[config.mk]
export PLATFORM = sky130hd
export DESIGN_NAME = pixel_write_back_flat
export DESIGN_NICKNAME = d
export VERILOG_FILES = /design/src/rtl/pixel_write_back_if.sv /design/src/rtl/pixel_write_back.sv /design/src/flat_wrapper.sv
export SDC_FILE = /design/constraint.sdc
export NUM_CORES = 1
export LEC_CHECK = 0
export BUFFER_PORTS_ARGS = -buffer_cell sky130_fd_sc_hd__buf_2
export CAP_MARGIN = 20
export CORE_MARGIN = 1.5
export CORE_UTILIZATION = 45
export DETAILED_ROUTE_END_ITERATION = 10
export GPL_TIMING_DRIVEN = 0
export PLACE_DENSITY = 0.73
export SLEW_MARGIN = 5
export SYNTH_ARGS = -nofsm -noshare
export SYNTH_HDL_FRONTEND = slang
export SYNTH_SLANG_ARGS = --single-unit
[constraint.sdc]
create_clock -name clock -period 19.7 [get_ports clock]
set_clock_uncertainty 0.2 [all_clocks]
set_input_delay 1.97 -clock clock [delete_from_list [all_inputs] [get_ports clock]]
set_output_delay 1.97 -clock clock [all_outputs]
set_load 0.1 [all_outputs]
[src/rtl/pixel_write_back_if.sv]
// Fragment input, frame-done handshake and Avalon-MM write master signals
// for the rasterizer write-back stage.
interface pixel_write_back_if #(
    parameter int ADDR_W = 26
);
    logic              input_valid;
    logic [ADDR_W-1:0] addr_in;
    logic [23:0]       color_in;
    logic [31:0]       depth_in;
    logic              done_in;
    logic              stall_out;
    logic              done_out;
    logic              overflow;
    logic [ADDR_W-1:0] master_address;
    logic              master_read;
    logic              master_write;
    logic [3:0]        master_byteenable;
    logic [31:0]       master_writedata;
    logic              master_waitrequest;

    // Write-back block side: consumes fragments, drives the SDRAM bus.
    modport master (
        input  input_valid, addr_in, color_in, depth_in, done_in,
        input  master_waitrequest,
        output stall_out, done_out, overflow,
        output master_address, master_read, master_write,
        output master_byteenable, master_writedata
    );

    // Environment side: ztest plus the SDRAM slave.
    modport slave (
        output input_valid, addr_in, color_in, depth_in, done_in,
        output master_waitrequest,
        input  stall_out, done_out, overflow,
        input  master_address, master_read, master_write,
        input  master_byteenable, master_writedata
    );
endinterface

[src/rtl/pixel_write_back.sv]
// Rasterizer write-back: buffers z-passed fragments and retires each one as
// a colour write followed by a depth write on an Avalon-MM master.
//
// state    | meaning
// IDLE     | bus quiet, waiting for a buffered fragment
// WR_COLOR | colour word being written (first cycle loads the bus from hold)
// WR_DEPTH | depth word being written at colour address + DEPTH_OFFSET
module pixel_write_back #(
    parameter int                ADDR_W       = 26,
    parameter int                FIFO_DEPTH   = 8,
    parameter int                STALL_MARGIN = 2,
    parameter logic [ADDR_W-1:0] DEPTH_OFFSET = 'h0100000
) (
    input logic               clock,
    input logic               reset,
    pixel_write_back_if.master bus
);
    localparam int HA_W    = ADDR_W - 2;
    localparam int ENTRY_W = HA_W + 24 + 32;
    localparam int PTR_W   = $clog2(FIFO_DEPTH);
    localparam int CNT_W   = PTR_W + 1;
    localparam logic [CNT_W-1:0] FULL_CNT = CNT_W'(FIFO_DEPTH);
    localparam logic [CNT_W-1:0] STALL_AT = CNT_W'(FIFO_DEPTH - STALL_MARGIN);

    localparam logic [1:0] IDLE     = 2'd0;
    localparam logic [1:0] WR_COLOR = 2'd1;
    localparam logic [1:0] WR_DEPTH = 2'd2;

    logic [1:0]         state;
    logic [ENTRY_W-1:0] mem [FIFO_DEPTH];
    logic [PTR_W-1:0]   wr_ptr, rd_ptr;
    logic [CNT_W-1:0]   count, count_next;
    logic               full, empty, push, pop, bus_ack, done_fire;
    logic [ENTRY_W-1:0] head;
    logic [HA_W-1:0]    head_addr, hold_addr;
    logic [23:0]        head_color, hold_color;
    logic [31:0]        head_depth, hold_depth;
    logic [ADDR_W-1:0]  depth_addr;
    logic               done_pending;
    logic               stall_q, done_q, overflow_q, write_q;
    logic [ADDR_W-1:0]  address_q;
    logic [31:0]        writedata_q;
    logic [3:0]         byteenable_q;

    assign bus.stall_out         = stall_q;
    assign bus.done_out          = done_q;
    assign bus.overflow          = overflow_q;
    assign bus.master_read       = 1'b0;
    assign bus.master_write      = write_q;
    assign bus.master_address    = address_q;
    assign bus.master_writedata  = writedata_q;
    assign bus.master_byteenable = byteenable_q;

    // FIFO flags, pop decision and next occupancy.
    always_comb begin
        full       = (count == FULL_CNT);
        empty      = (count == '0);
        push       = bus.input_valid && !full;
        bus_ack    = write_q && !bus.master_waitrequest;
        pop        = !empty && ((state == IDLE) || (state == WR_DEPTH && bus_ack));
        head       = mem[rd_ptr];
        head_addr  = head[ENTRY_W-1 -: HA_W];
        head_color = head[55:32];
        head_depth = head[31:0];
        depth_addr = {hold_addr, 2'b00} + DEPTH_OFFSET;
        done_fire  = done_pending && empty && (state == IDLE);
        count_next = count;
        if (push && !pop)
            count_next = count + CNT_W'(1);
        else if (!push && pop)
            count_next = count - CNT_W'(1);
    end

    // Fragment storage; contents need no reset because count gates every read.
    always_ff @(posedge clock) begin
        if (push)
            mem[wr_ptr] <= {bus.addr_in[ADDR_W-1:2], bus.color_in, bus.depth_in};
    end

    // FIFO pointers, occupancy, registered stall and sticky overflow.
    always_ff @(posedge clock or negedge reset) begin
        if (!reset) begin
            wr_ptr     <= '0;
            rd_ptr     <= '0;
            count      <= '0;
            stall_q    <= 1'b0;
            overflow_q <= 1'b0;
        end else begin
            if (push) wr_ptr <= wr_ptr + PTR_W'(1);
            if (pop)  rd_ptr <= rd_ptr + PTR_W'(1);
            count      <= count_next;
            stall_q    <= (count_next >= STALL_AT);
            overflow_q <= overflow_q | (bus.input_valid && full);
        end
    end

    // End-of-frame tracking; a done arriving with the firing cycle merges into it.
    always_ff @(posedge clock or negedge reset) begin
        if (!reset) begin
            done_pending <= 1'b0;
            done_q       <= 1'b0;
        end else begin
            done_pending <= (done_pending | bus.done_in) & ~done_fire;
            done_q       <= done_fire;
        end
    end

    // Write sequencer; back-to-back fragments load the bus straight from the FIFO head.
    always_ff @(posedge clock or negedge reset) begin
        if (!reset) begin
            state        <= IDLE;
            hold_addr    <= '0;
            hold_color   <= '0;
            hold_depth   <= '0;
            write_q      <= 1'b0;
            address_q    <= '0;
            writedata_q  <= '0;
            byteenable_q <= 4'b0000;
        end else begin
            case (state)
                IDLE: begin
                    if (!empty) begin
                        hold_addr  <= head_addr;
                        hold_color <= head_color;
                        hold_depth <= head_depth;
                        state      <= WR_COLOR;
                    end
                end
                WR_COLOR: begin
                    if (!write_q) begin
                        write_q      <= 1'b1;
                        byteenable_q <= 4'b1111;
                        address_q    <= {hold_addr, 2'b00};
                        writedata_q  <= {8'h00, hold_color};
                    end else if (!bus.master_waitrequest) begin
                        address_q   <= depth_addr;
                        writedata_q <= hold_depth;
                        state       <= WR_DEPTH;
                    end
                end
                WR_DEPTH: begin
                    if (!bus.master_waitrequest) begin
                        if (!empty) begin
                            hold_addr   <= head_addr;
                            hold_color  <= head_color;
                            hold_depth  <= head_depth;
                            address_q   <= {head_addr, 2'b00};
                            writedata_q <= {8'h00, head_color};
                            state       <= WR_COLOR;
                        end else begin
                            write_q      <= 1'b0;
                            byteenable_q <= 4'b0000;
                            state        <= IDLE;
                        end
                    end
                end
                default: state <= IDLE;
            endcase
        end
    end
endmodule

[src/flat_wrapper.sv]
// flat-port wrapper written by rule: the top's interface ports become plain ports
module pixel_write_back_flat 
#(
    parameter int                ADDR_W       = 26,
    parameter int                FIFO_DEPTH   = 8,
    parameter int                STALL_MARGIN = 2,
    parameter logic [ADDR_W-1:0] DEPTH_OFFSET = 'h0100000
)
  (clock, reset, bus_input_valid, bus_addr_in, bus_color_in, bus_depth_in, bus_done_in, bus_master_waitrequest, bus_stall_out, bus_done_out, bus_overflow, bus_master_address, bus_master_read, bus_master_write, bus_master_byteenable, bus_master_writedata);
  pixel_write_back_if #(.ADDR_W(ADDR_W)) bus_i ();
  input logic clock;
  input logic reset;
  input wire logic [$bits(bus_i.input_valid)-1:0] bus_input_valid;
  input wire logic [$bits(bus_i.addr_in)-1:0] bus_addr_in;
  input wire logic [$bits(bus_i.color_in)-1:0] bus_color_in;
  input wire logic [$bits(bus_i.depth_in)-1:0] bus_depth_in;
  input wire logic [$bits(bus_i.done_in)-1:0] bus_done_in;
  input wire logic [$bits(bus_i.master_waitrequest)-1:0] bus_master_waitrequest;
  output wire logic [$bits(bus_i.stall_out)-1:0] bus_stall_out;
  output wire logic [$bits(bus_i.done_out)-1:0] bus_done_out;
  output wire logic [$bits(bus_i.overflow)-1:0] bus_overflow;
  output wire logic [$bits(bus_i.master_address)-1:0] bus_master_address;
  output wire logic [$bits(bus_i.master_read)-1:0] bus_master_read;
  output wire logic [$bits(bus_i.master_write)-1:0] bus_master_write;
  output wire logic [$bits(bus_i.master_byteenable)-1:0] bus_master_byteenable;
  output wire logic [$bits(bus_i.master_writedata)-1:0] bus_master_writedata;
  assign bus_i.input_valid = bus_input_valid;
  assign bus_i.addr_in = bus_addr_in;
  assign bus_i.color_in = bus_color_in;
  assign bus_i.depth_in = bus_depth_in;
  assign bus_i.done_in = bus_done_in;
  assign bus_i.master_waitrequest = bus_master_waitrequest;
  assign bus_stall_out = bus_i.stall_out;
  assign bus_done_out = bus_i.done_out;
  assign bus_overflow = bus_i.overflow;
  assign bus_master_address = bus_i.master_address;
  assign bus_master_read = bus_i.master_read;
  assign bus_master_write = bus_i.master_write;
  assign bus_master_byteenable = bus_i.master_byteenable;
  assign bus_master_writedata = bus_i.master_writedata;
  pixel_write_back #(.ADDR_W(ADDR_W), .FIFO_DEPTH(FIFO_DEPTH), .STALL_MARGIN(STALL_MARGIN), .DEPTH_OFFSET(DEPTH_OFFSET)) u_core (.clock(clock), .reset(reset), .bus(bus_i));
endmodule
==> results by group, run 1 <==
Setup path
  • Crit path required time: 19.82 ns
  • Crit-path most repeated cell: buf_4
  • Arrival time of data at the critical path endpoint: 4.69 ns
  • Beginning of the critical path: bus_input_valid
  • Beginning of the worst register-to-register path: u_core.count[1]$_DFF_PN0_
  • Destination of the critical timing path: u_core.mem[3][71]$_DFFE_PP_
  • Kind of start point of the critical path: input port
  • Crit path capture type: flop
  • Cell at the slowest stage of the critical path: nor3_2
  • Number of buffer and inverter stages on the critical path: 7
  • Critical-path maximum fanout: 10
  • Chain of cells forming the critical path: buf_2 -> clkbuf_1 -> nand2_1 -> nor3_2 -> buf_6 -> buf_4 -> buf_4 -> buf_4 -> buf_6
  • Worst reg2reg endpoint: u_core.mem[3][71]$_DFFE_PP_
  • Register-to-register path setup slack: 15.83 ns
  • CP Depth: 9
  • CP Class: input port to flop
  • Length in cells of the worst reg-to-reg path: 10
  • Cell class contributing the biggest share of worst-path delay: buffers and inverters
  • Crit-path max cell delay: 0.69 ns

Run
  • Max-cap violations: 0

Route
  • Via count: 16250
  • Drt first-iter violations: 1632
  • Routed wire length per instance: 24.99 microns
  • Total wire length after detailed routing: 71380 microns
  • Vias per cell: 5.689
  • Final antenna-violating net count: 0
  • DRC violations left: 0
  • 1st-pass router iterations: 5

Placed design
  • Number of placed instances with taps included: 2714
  • Detailed placement HPWL: 49560 microns
  • Placer congestion estimate: 0.8660
  • Port buffer count: 148

Synth
  • Most repeated cell in the gate-level netlist after synthesis: edfxtp_1
  • Number of warnings issued by yosys: 0
  • Netlist area before placement: 30820 sq um
  • Sequential cell area fraction in the yosys report: 74.87%
  • Number of register bits inferred by synthesis: 794
  • Number of enable flip-flop cells after synthesis: 640
  • Mean post-synth cell area: 19.00 sq um
  • Synthesized instance count: 1622
  • Most used flip-flop cell after synthesis: edfxtp_1
  • Leading cell types by count after synthesis: 640 x edfxtp_1, 160 x mux4_2, 157 x nand2_1
  • Post-synthesis cell type with the largest combined area: edfxtp_1
  • Top area cells in the synthesized netlist: edfxtp_1 62%, dfrtp_1 13%, mux4_2 12%, mux2i_1 2.6%, mux2_2 1.9%
  • Synth async-reset ratio: 19.40%
  • Count of unique library cells instantiated by Yosys: 45
  • Top-area cell type share of the netlist area: 62.37%

Clock tree
  • Clock sink count: 794
  • Clock input transition at the sequential cells of the worst setup and hold paths: 0.06 ns
  • Maximum buffer depth of the clock tree: 3
  • Cell chosen for the clock root: clkbuf_16
  • CTS Hold Buffers Added: 0
  • Number of buffers created by CTS: 78
  • Clock latency reported for the late side of the worst-skew pair: 0.61 ns
  • CTS tree: done
  • Post-cts resize count: 0
  • Number of levels the H-tree was split into: 3
  • Post-CTS setup buffers: 0

Final layout
  • Util after Layout: 53.56%
  • Non-filler cells in the finished layout: 2857
  • Area overhead of the layout relative to synthesis: 17.35%
  • Layout cell share with drive strength beyond 1: 32.22%
  • Post-layout net count: 2014

Timing
  • Maximum operating frequency: 218.4 MHz
  • Tightest hold margin: 0.2705 ns
  • Transition time of the tightest slew-check pin: 1.027 ns
  • Number of max-slew violations in the final report: 0
  • Max-slew headroom at the worst pin: 31.51%
  • Setup-failing EPs final: 0
  • Hold violation total from the final report: 0
  • Shortest clock period the worst path allows after layout: 4.578 ns
  • Total Negative Setup Slacks: 0 ns
  • RSZ-0062 raised after global routing: no
  • Post-route clock period utilization: 23.24%

Global route
  • Largest net degree at the start of global routing: 97
  • GRT Residual Overflow: 0
  • Number of global-route vias before repair: 16720
  • First-pass GRT wire length: 106400 microns
  • Tot GR Track Use: 20.62%
  • Initial antenna violation count: 12

Die
  • Initial Utilization: 45.64%
  • Floorplan die area: 70060 sq um
  • Core ar.: 67510 sq um
  • I/O pin cnt: 154
  • Core Rows: 95
  • Chip height: 264.7 microns
  • Die width: 264.7 microns

Pwr
  • VDD IR-drop max: 0.2080 mV
  • Areal power density over the cells: 170.1 nW/um^2
  • Static leakage: 0.01308 uW
  • Post-layout power: 6150 uW

Status
  • Result of the run: finished clean

Worst hold path
  • Path class of the lowest-slack min-delay path: flop to flop
==> metal layers <==
metal  share of wire [%]  global-route usage, %
met1                  41                  28.59
met2                  49                  33.09
met3                 7.2                  4.570
met4                 2.6                  5.869
met5               0.098                      0
==> cell type report <==
type	count	area, sq um
inverter	8	30.03
buffer	97	558.0
sequential	794	23070
clock buffer	114	2330
timing repair buffer	217	1593
antenna	4	10.01
tap	873	1092
fill	5150	31350
multi-input combinational	725	7212
clock inverter	25	266.5
==> registers in the layout (all words and copies together), names as in the netlist <==
signal                        count
u_core.mem                      640
u_core.bus.master_writedata      32
u_core.hold_depth                32
u_core.bus.master_address        24
u_core.hold_addr                 24
u_core.hold_color                24
u_core.count                      4
u_core.rd_ptr                     3
u_core.wr_ptr                     3
u_core.state                      2
u_core.bus.done_out               1
u_core.bus.master_byteenable      1
u_core.bus.master_write           1
u_core.bus.overflow               1
u_core.bus.stall_out              1
u_core.done_pending               1
==> kinds of logic (layout without fill, tap and decap cells) <==
group           Yosys count  in the layout  share of synthesized area [%]
compound gates          189            189                          3.476
flops                   794            794                          74.87
fa+ha+maj                 6              6                         0.2436
buf+inv                 105            461                          1.908
simple gates            222            222                          2.915
xor+xnor                 11             11                         0.3127
mux                     294            294                          16.26
other cells               1              7                        0.01217
==> worst min-delay path by stage <==
stage	from	endpoint	depth (start not counted)
global placement	u_core.bus.overflow$_DFF_PN0_	u_core.bus.overflow$_DFF_PN0_	1
finish	u_core.bus.overflow$_DFF_PN0_	u_core.bus.overflow$_DFF_PN0_	1
detailed placement	u_core.bus.overflow$_DFF_PN0_	u_core.bus.overflow$_DFF_PN0_	1
floorplan	u_core.hold_addr[0]$_DFFE_PN0P_	u_core.hold_addr[0]$_DFFE_PN0P_	2
CTS	u_core.bus.overflow$_DFF_PN0_	u_core.bus.overflow$_DFF_PN0_	1
global route	u_core.bus.overflow$_DFF_PN0_	u_core.bus.overflow$_DFF_PN0_	1
==> layout by cell type, fill, tap and decap left out, types with 5 or more instances in the layout <==
master and n:
clkinv_1 6, ha_1 6, clkbuf_16 84, mux4_2 160, buf_16 9, a21oi_1 14, buf_6 35, a21oi_2 17
inv_1 7, nand2b_1 7, nor2_1 34, o21ai_0 26, xnor2_1 8, clkbuf_8 10, bufinv_16 5, mux2i_1 81
dfrtp_1 154, nand2_1 157, o21ai_1 115, buf_2 188, edfxtp_1 640, mux2_2 53, buf_4 40, clkinv_2 8
clkbuf_1 49
==> stage by stage <==
| step | instance area [sq um] | setup slack, ns |
|---|---|---|
| floorplan | 30820 | 8.677 |
| global placement | 32660 | 0.6203 |
| detailed placement | 33560 | 14.50 |
| CTS | 36150 | 15.13 |
| global route | 36160 | 15.07 |
| finish | 36160 | 15.12 |
==> where the power goes <==
| part | total, uW | leakage [uW] | switching (uW) | internal (uW) |
|---|---|---|---|---|
| Clock | 1500 | 0.00127 | 612 | 887 |
| Combinational | 2310 | 0.00411 | 1490 | 818 |
| Sequential | 2340 | 0.00770 | 159 | 2180 |
==> worst register-to-register path, stage by stage, from the launching register on <==
cell      delay, ns
dfrtp_1        0.48
inv_1          0.14
ha_1           0.31
nand3b_1       0.27
nand2_1        0.33
nor3_2         0.69
buf_6          0.26
buf_4          0.24
buf_4          0.24
buf_4          0.23
buf_6          0.18
Note: power is estimated with default switching activity, not from simulation.
==> inputs of run 2 (changes only) <==
- clock period: 19.7 -> 4.67 ns (I/O delays scaled with it)
==> run 2 against run 1 <==
  * Critical path depth is 1 lower
  * Utilization rose by 1.2 points
  * Hold slack worse by 0.019 ns
  * Sequential power increased to 4.2 times the previous value
  * Wire length is 0.50% higher
  * Critical endpoint is now u_core.mem[2][71]$_DFFE_PP_
  * Largest cell class unchanged
  * Setup slack worse by 14 ns
  * Clock-buffer cell count decreased by 8
  * Combinational power rose to 4.3 times the previous value
  * Register-to-register slack got worse by 15 ns
==> results by group, run 2 (synthesis results as in run 1) <==
Status
  • Result of the run: finished clean

Die
  • Initial Utilization: 45.64%
  • Core Rows: 95
  • I/O pin cnt: 154
  • Core ar.: 67510 sq um
  • Chip height: 264.7 microns
  • Floorplan die area: 70060 sq um
  • Die width: 264.7 microns

Clock tree
  • Cell chosen for the clock root: clkbuf_16
  • Number of buffers created by CTS: 77
  • Clock input transition at the sequential cells of the worst setup and hold paths: 0.06 ns
  • CTS tree: done
  • Clock sink count: 794
  • Number of levels the H-tree was split into: 3
  • Clock latency reported for the late side of the worst-skew pair: 0.62 ns
  • Post-CTS setup buffers: 0
  • Maximum buffer depth of the clock tree: 3

Route
  • Vias per cell: 5.748
  • Routed wire length per instance: 24.58 microns
  • Drt first-iter violations: 1636
  • Final antenna-violating net count: 0
  • DRC violations left: 0
  • Total wire length after detailed routing: 71740 microns
  • Via count: 16770
  • 1st-pass router iterations: 7

Timing
  • Setup-failing EPs final: 0
  • Hold violation total from the final report: 0
  • Transition time of the tightest slew-check pin: 1.155 ns
  • Number of max-slew violations in the final report: 0
  • RSZ-0062 raised after global routing: no
  • Shortest clock period the worst path allows after layout: 3.672 ns
  • Maximum operating frequency: 272.3 MHz
  • Max-slew headroom at the worst pin: 23.03%
  • Post-route clock period utilization: 78.64%

Global route
  • Initial antenna violation count: 3
  • Largest net degree at the start of global routing: 82
  • Tot GR Track Use: 20.82%
  • First-pass GRT wire length: 108100 microns
  • GRT Residual Overflow: 0
  • Number of global-route vias before repair: 17310

Final layout
  • Non-filler cells in the finished layout: 2918
  • Layout cell share with drive strength beyond 1: 29.31%
  • Area overhead of the layout relative to synthesis: 19.88%
  • Flip-flop count of the largest register, all copies and words added: 640
  • Commonest cells after routing, fill and taps aside: 640 x edfxtp_1, 188 x buf_2, 160 x mux4_2, 157 x nand2_1, 154 x dfrtp_1
  • Storage cell area: 23070 sq um
  • Area occupied by multi-input gates: 7246 sq um
  • Largest reg by FF count: u_core.mem
  • Leading cell type in the layout, fill and taps excluded: edfxtp_1
  • Post-layout net count: 2074
  • Filler cell count: 5105

Setup path
  • Chain of cells forming the critical path: inv_1 -> ha_1 -> nand3b_1 -> nand2_1 -> nor3_4 -> buf_16 -> buf_16 -> buf_8
  • Crit-path most repeated cell: buf_16
  • Arrival time of data at the critical path endpoint: 3.78 ns
  • Crit path required time: 4.78 ns
  • Number of buffer and inverter stages on the critical path: 4
  • CP Class: flop to flop
  • Crit path capture type: flop
  • Critical-path maximum fanout: 13
  • Kind of start point of the critical path: flop
  • Cell class contributing the biggest share of worst-path delay: simple AND/OR/NAND/NOR gates
  • Cell at the slowest stage of the critical path: nor3_4
  • Crit-path max cell delay: 0.95 ns

Pwr
  • Static leakage: 0.01330 uW
  • Post-layout power: 25760 uW
  • Areal power density over the cells: 697.3 nW/um^2
  • VDD IR-drop max: 0.7222 mV

Placed design
  • Port buffer count: 148
  • Number of placed instances with taps included: 2691
  • Placer congestion estimate: 0.8675
  • Detailed placement HPWL: 47580 microns

Run
  • Max-cap violations: 0

Worst hold path
  • Path class of the lowest-slack min-delay path: input port to async pin
[run 2: stage by stage]
stage	TNS [ns]	utilization [%]	cell area [sq um]	hold slack, ns	worst slack (ns)
3_5_place_dp	0	49.89	33680	0.2723	1.090
4_1_cts	0	54.71	36940	0.2405	1.030
2_1_floorplan	-247.67	-	30860	-0.02859	-0.5484
5_1_grt	0	54.71	36940	0.2966	0.8661
6_report	0	54.72	36940	0.2515	0.9976
3_3_place_gp	-2473.39	48.42	32690	0.2586	-4.349
[run 2: worst paths after layout]
kind                                                               end  cells past startpoint                                         from  slack [ns]
setup / recovery                           u_core.mem[2][71]$_DFFE_PP_                      8                    u_core.count[1]$_DFF_PN0_         1.0
min in group clock         u_core.bus.master_writedata[25]$_DFFE_PN0P_                      2  u_core.bus.master_writedata[25]$_DFFE_PN0P_        0.28
hold / removal                               u_core.count[1]$_DFF_PN0_                      2                                        reset        0.25
hold reg to reg            u_core.bus.master_writedata[25]$_DFFE_PN0P_                      2  u_core.bus.master_writedata[25]$_DFFE_PN0P_        0.28
max in group asynchronous    u_core.bus.master_address[17]$_DFFE_PN0P_                      3                                        reset        3.11
setup reg to reg                           u_core.mem[2][71]$_DFFE_PP_                      8                    u_core.count[1]$_DFF_PN0_         1.0
[run 2: metal layers]
metal / global-route usage, % / up-vias / wire [microns]
met5: 0 / - / 23
met4: 5.683 / 4 / 1517
met3: 4.459 / 125 / 5437
met2: 33.59 / 713 / 35310
met1: 28.93 / 8820 / 29460
li1: - / 7111 / -
[run 2: cell type report]
class / instances / area share, %
multi-input combinational: 725 / 19.61
clock inverter: 36 / 0.7180
timing repair buffer: 278 / 6.835
tap: 873 / 2.957
clock buffer: 106 / 5.822
sequential: 794 / 62.46
buffer: 97 / 1.511
inverter: 8 / 0.08129
antenna: 1 / 0.006774
[run 2: what timing repair did]
action / in CTS / in global routing
gates resized for setup: 0 / 0
hold buffers: 84 / 0
endpoints found under the hold margin: 717 / 0
[run 2: report_power, final]
group / switching (uW) / total [uW] / internal [uW] / leakage [uW]
combinational: 6350 / 9890 / 3540 / 0.00442
clock: 2570 / 5970 / 3400 / 0.00118
sequential: 701 / 9900 / 9200 / 0.00770
==> inputs of run 3 (changes only) <==
- clock period: 4.67 -> 3.5 ns (I/O delays scaled with it)
==> run 3 against run 2 <==
  * Via count decreased by 1.5%
  * Register-to-register slack got worse by 0.81 ns
  * Final cell count increased by 0.27%
  * Critical endpoint is now u_core.mem[6][77]$_DFFE_PP_
==> results by group, run 3 (synthesis results as in run 1) <==
Clock tree
  • Number of buffers created by CTS: 80
  • Clock latency reported for the late side of the worst-skew pair: 0.62 ns
  • Maximum buffer depth of the clock tree: 3
  • Cell chosen for the clock root: clkbuf_16
  • Post-cts resize count: 0
  • Clock input transition at the sequential cells of the worst setup and hold paths: 0.06 ns
  • Clock sink count: 794
  • CTS tree: done
  • Number of levels the H-tree was split into: 3

Global route
  • Largest net degree at the start of global routing: 79
  • Number of global-route vias before repair: 17260
  • Tot GR Track Use: 20.58%
  • GRT Residual Overflow: 0
  • First-pass GRT wire length: 106800 microns
  • Initial antenna violation count: 4

Setup path
  • Chain of cells forming the critical path: inv_2 -> ha_4 -> nand3b_1 -> nand3_1 -> nor2_4 -> buf_12 -> buf_12
  • Cell at the slowest stage of the critical path: nor2_4
  • Crit-path max cell delay: 0.68 ns
  • CP Class: flop to flop
  • Crit path capture type: flop
  • Crit-path most repeated cell: buf_12
  • Critical-path maximum fanout: 23
  • Kind of start point of the critical path: flop
  • Arrival time of data at the critical path endpoint: 3.42 ns
  • Register-to-register path setup slack: 0.18 ns
  • Crit path required time: 3.60 ns

Timing
  • Max-slew headroom at the worst pin: 28.67%
  • Transition time of the tightest slew-check pin: 1.070 ns
  • Number of max-slew violations in the final report: 0
  • Worst Slack Setup Final: 0.1832 ns
  • Setup-failing EPs final: 0
  • Total Negative Setup Slacks: 0 ns
  • Shortest clock period the worst path allows after layout: 3.317 ns
  • Post-route clock period utilization: 94.77%
  • Maximum operating frequency: 301.5 MHz
  • RSZ-0062 raised after global routing: no
  • Hold violation total from the final report: 0

Route
  • 1st-pass router iterations: 6
  • Drt first-iter violations: 1644
  • DRC violations left: 0
  • Total wire length after detailed routing: 71050 microns
  • Routed wire length per instance: 24.28 microns
  • Final antenna-violating net count: 0
  • Via count: 16530
  • Vias per cell: 5.648

Pwr
  • Sequential Power Share: 37.8%
  • Share of total power consumed by net switching: 36.84%
  • Areal power density over the cells: 939.8 nW/um^2
  • Logic gate share of total power: 37.8%
  • VDD IR-drop max: 1.068 mV
  • Sw power: 12830 uW
  • Post-layout power: 34840 uW
  • Clock group share of total power: 24.5%
  • Internal cell power: 22010 uW
  • Static leakage: 0.01339 uW

Final layout
  • Largest reg by FF count: u_core.mem
  • Commonest cells after routing, fill and taps aside: 640 x edfxtp_1, 188 x buf_2, 160 x mux4_2, 156 x nand2_1, 154 x dfrtp_1
  • Layout cell share with drive strength beyond 1: 30.36%
  • Filler cell count: 5064
  • Post-layout net count: 2080
  • Leading cell type in the layout, fill and taps excluded: edfxtp_1
  • Non-filler cells in the finished layout: 2926
  • Area overhead of the layout relative to synthesis: 20.31%
  • Flip-flop count of the largest register, all copies and words added: 640

Worst hold path
  • Path class of the lowest-slack min-delay path: input port to async pin

Die
  • Floorplan die area: 70060 sq um
  • Core Rows: 95
  • Core ar.: 67510 sq um
  • Die width: 264.7 microns
  • Chip height: 264.7 microns
  • Initial Utilization: 45.64%
  • I/O pin cnt: 154

Run
  • Max-cap violations: 0

Status
  • Result of the run: finished clean

Placed design
  • Port buffer count: 148
  • Number of placed instances with taps included: 2692
  • Detailed placement HPWL: 48170 microns
  • Placer congestion estimate: 0.8802
  • Worst-case setup slack after placement: -0.1087 ns
run 3: path summary, 6_finish.rpt:
path | start | to | depth (start not counted)
max | u_core.count[1]$_DFF_PN0_ | u_core.mem[6][77]$_DFFE_PP_ | 7
min | reset | u_core.count[1]$_DFF_PN0_ | 2
max reg2reg | u_core.count[1]$_DFF_PN0_ | u_core.mem[6][77]$_DFFE_PP_ | 7
min reg2reg | u_core.hold_depth[30]$_DFFE_PN0P_ | u_core.hold_depth[30]$_DFFE_PN0P_ | 2
max in group asynchronous | reset | u_core.bus.master_address[17]$_DFFE_PN0P_ | 3
min in group clock | u_core.hold_depth[30]$_DFFE_PN0P_ | u_core.hold_depth[30]$_DFFE_PN0P_ | 2
run 3: metrics by stage:
stage          util (%)  hold WS (ns)  instance area (sq um)
2_1_floorplan         -       -0.1456                  30930
3_3_place_gp      48.52        0.2640                  32760
3_5_place_dp      49.74        0.2363                  33580
4_1_cts           54.90        0.1571                  37060
5_1_grt           54.91        0.1899                  37070
6_report          54.91        0.1267                  37070
run 3: repair_timing:
| action | in CTS | in global routing |
|---|---|---|
| endpoints found under the hold margin | 723 | 0 |
| pin swaps | 1 | 1 |
| cloned | 0 | 1 |
| hold buffers | 84 | 0 |
| setup endpoints to repair | 14 | 20 |
| setup buffers | 1 | 0 |
run 3: worst max-delay path: cells and delay by family, from the launching register on:
family	cells	cell delay [ns]
simple gates	3	1.48
fa+ha+maj	1	0.20
flops	1	0.48
buf+inv	3	0.61
run 3: power by group through the flow:
stage | registers (uW) | logic, uW | clock network (uW)
after CTS | 13100 | 13300 | 8630
final | 13200 | 13200 | 8530
after floorplan | 15300 | 7160 | 0
after global placement | 13300 | 12400 | 0
after global routing | 13300 | 14000 | 9010
after detailed placement | 13300 | 13100 | 0
run 3: area by class of cell:
type / count / area [sq um] / area share [%]
antenna: 1 / 2.502 / 0.006750
buffer: 97 / 558.0 / 1.505
clock buffer: 116 / 2311 / 6.234
clock inverter: 31 / 325.3 / 0.8775
inverter: 8 / 30.03 / 0.08100
multi-input combinational: 726 / 7272 / 19.62
sequential: 794 / 23070 / 62.23
tap: 873 / 1092 / 2.946
timing repair buffer: 280 / 2410 / 6.500
run 3: per-layer routing:
layer / vias up / routed length [microns] / share of wire (%) / GRT usage [%]
li1: 7113 / - / - / -
met1: 8664 / 29170 / 41 / 28.09
met2: 623 / 34970 / 49 / 33.66
met3: 119 / 5165 / 7.3 / 4.552
met4: 6 / 1701 / 2.4 / 5.560
met5: - / 34 / 0.048 / 0
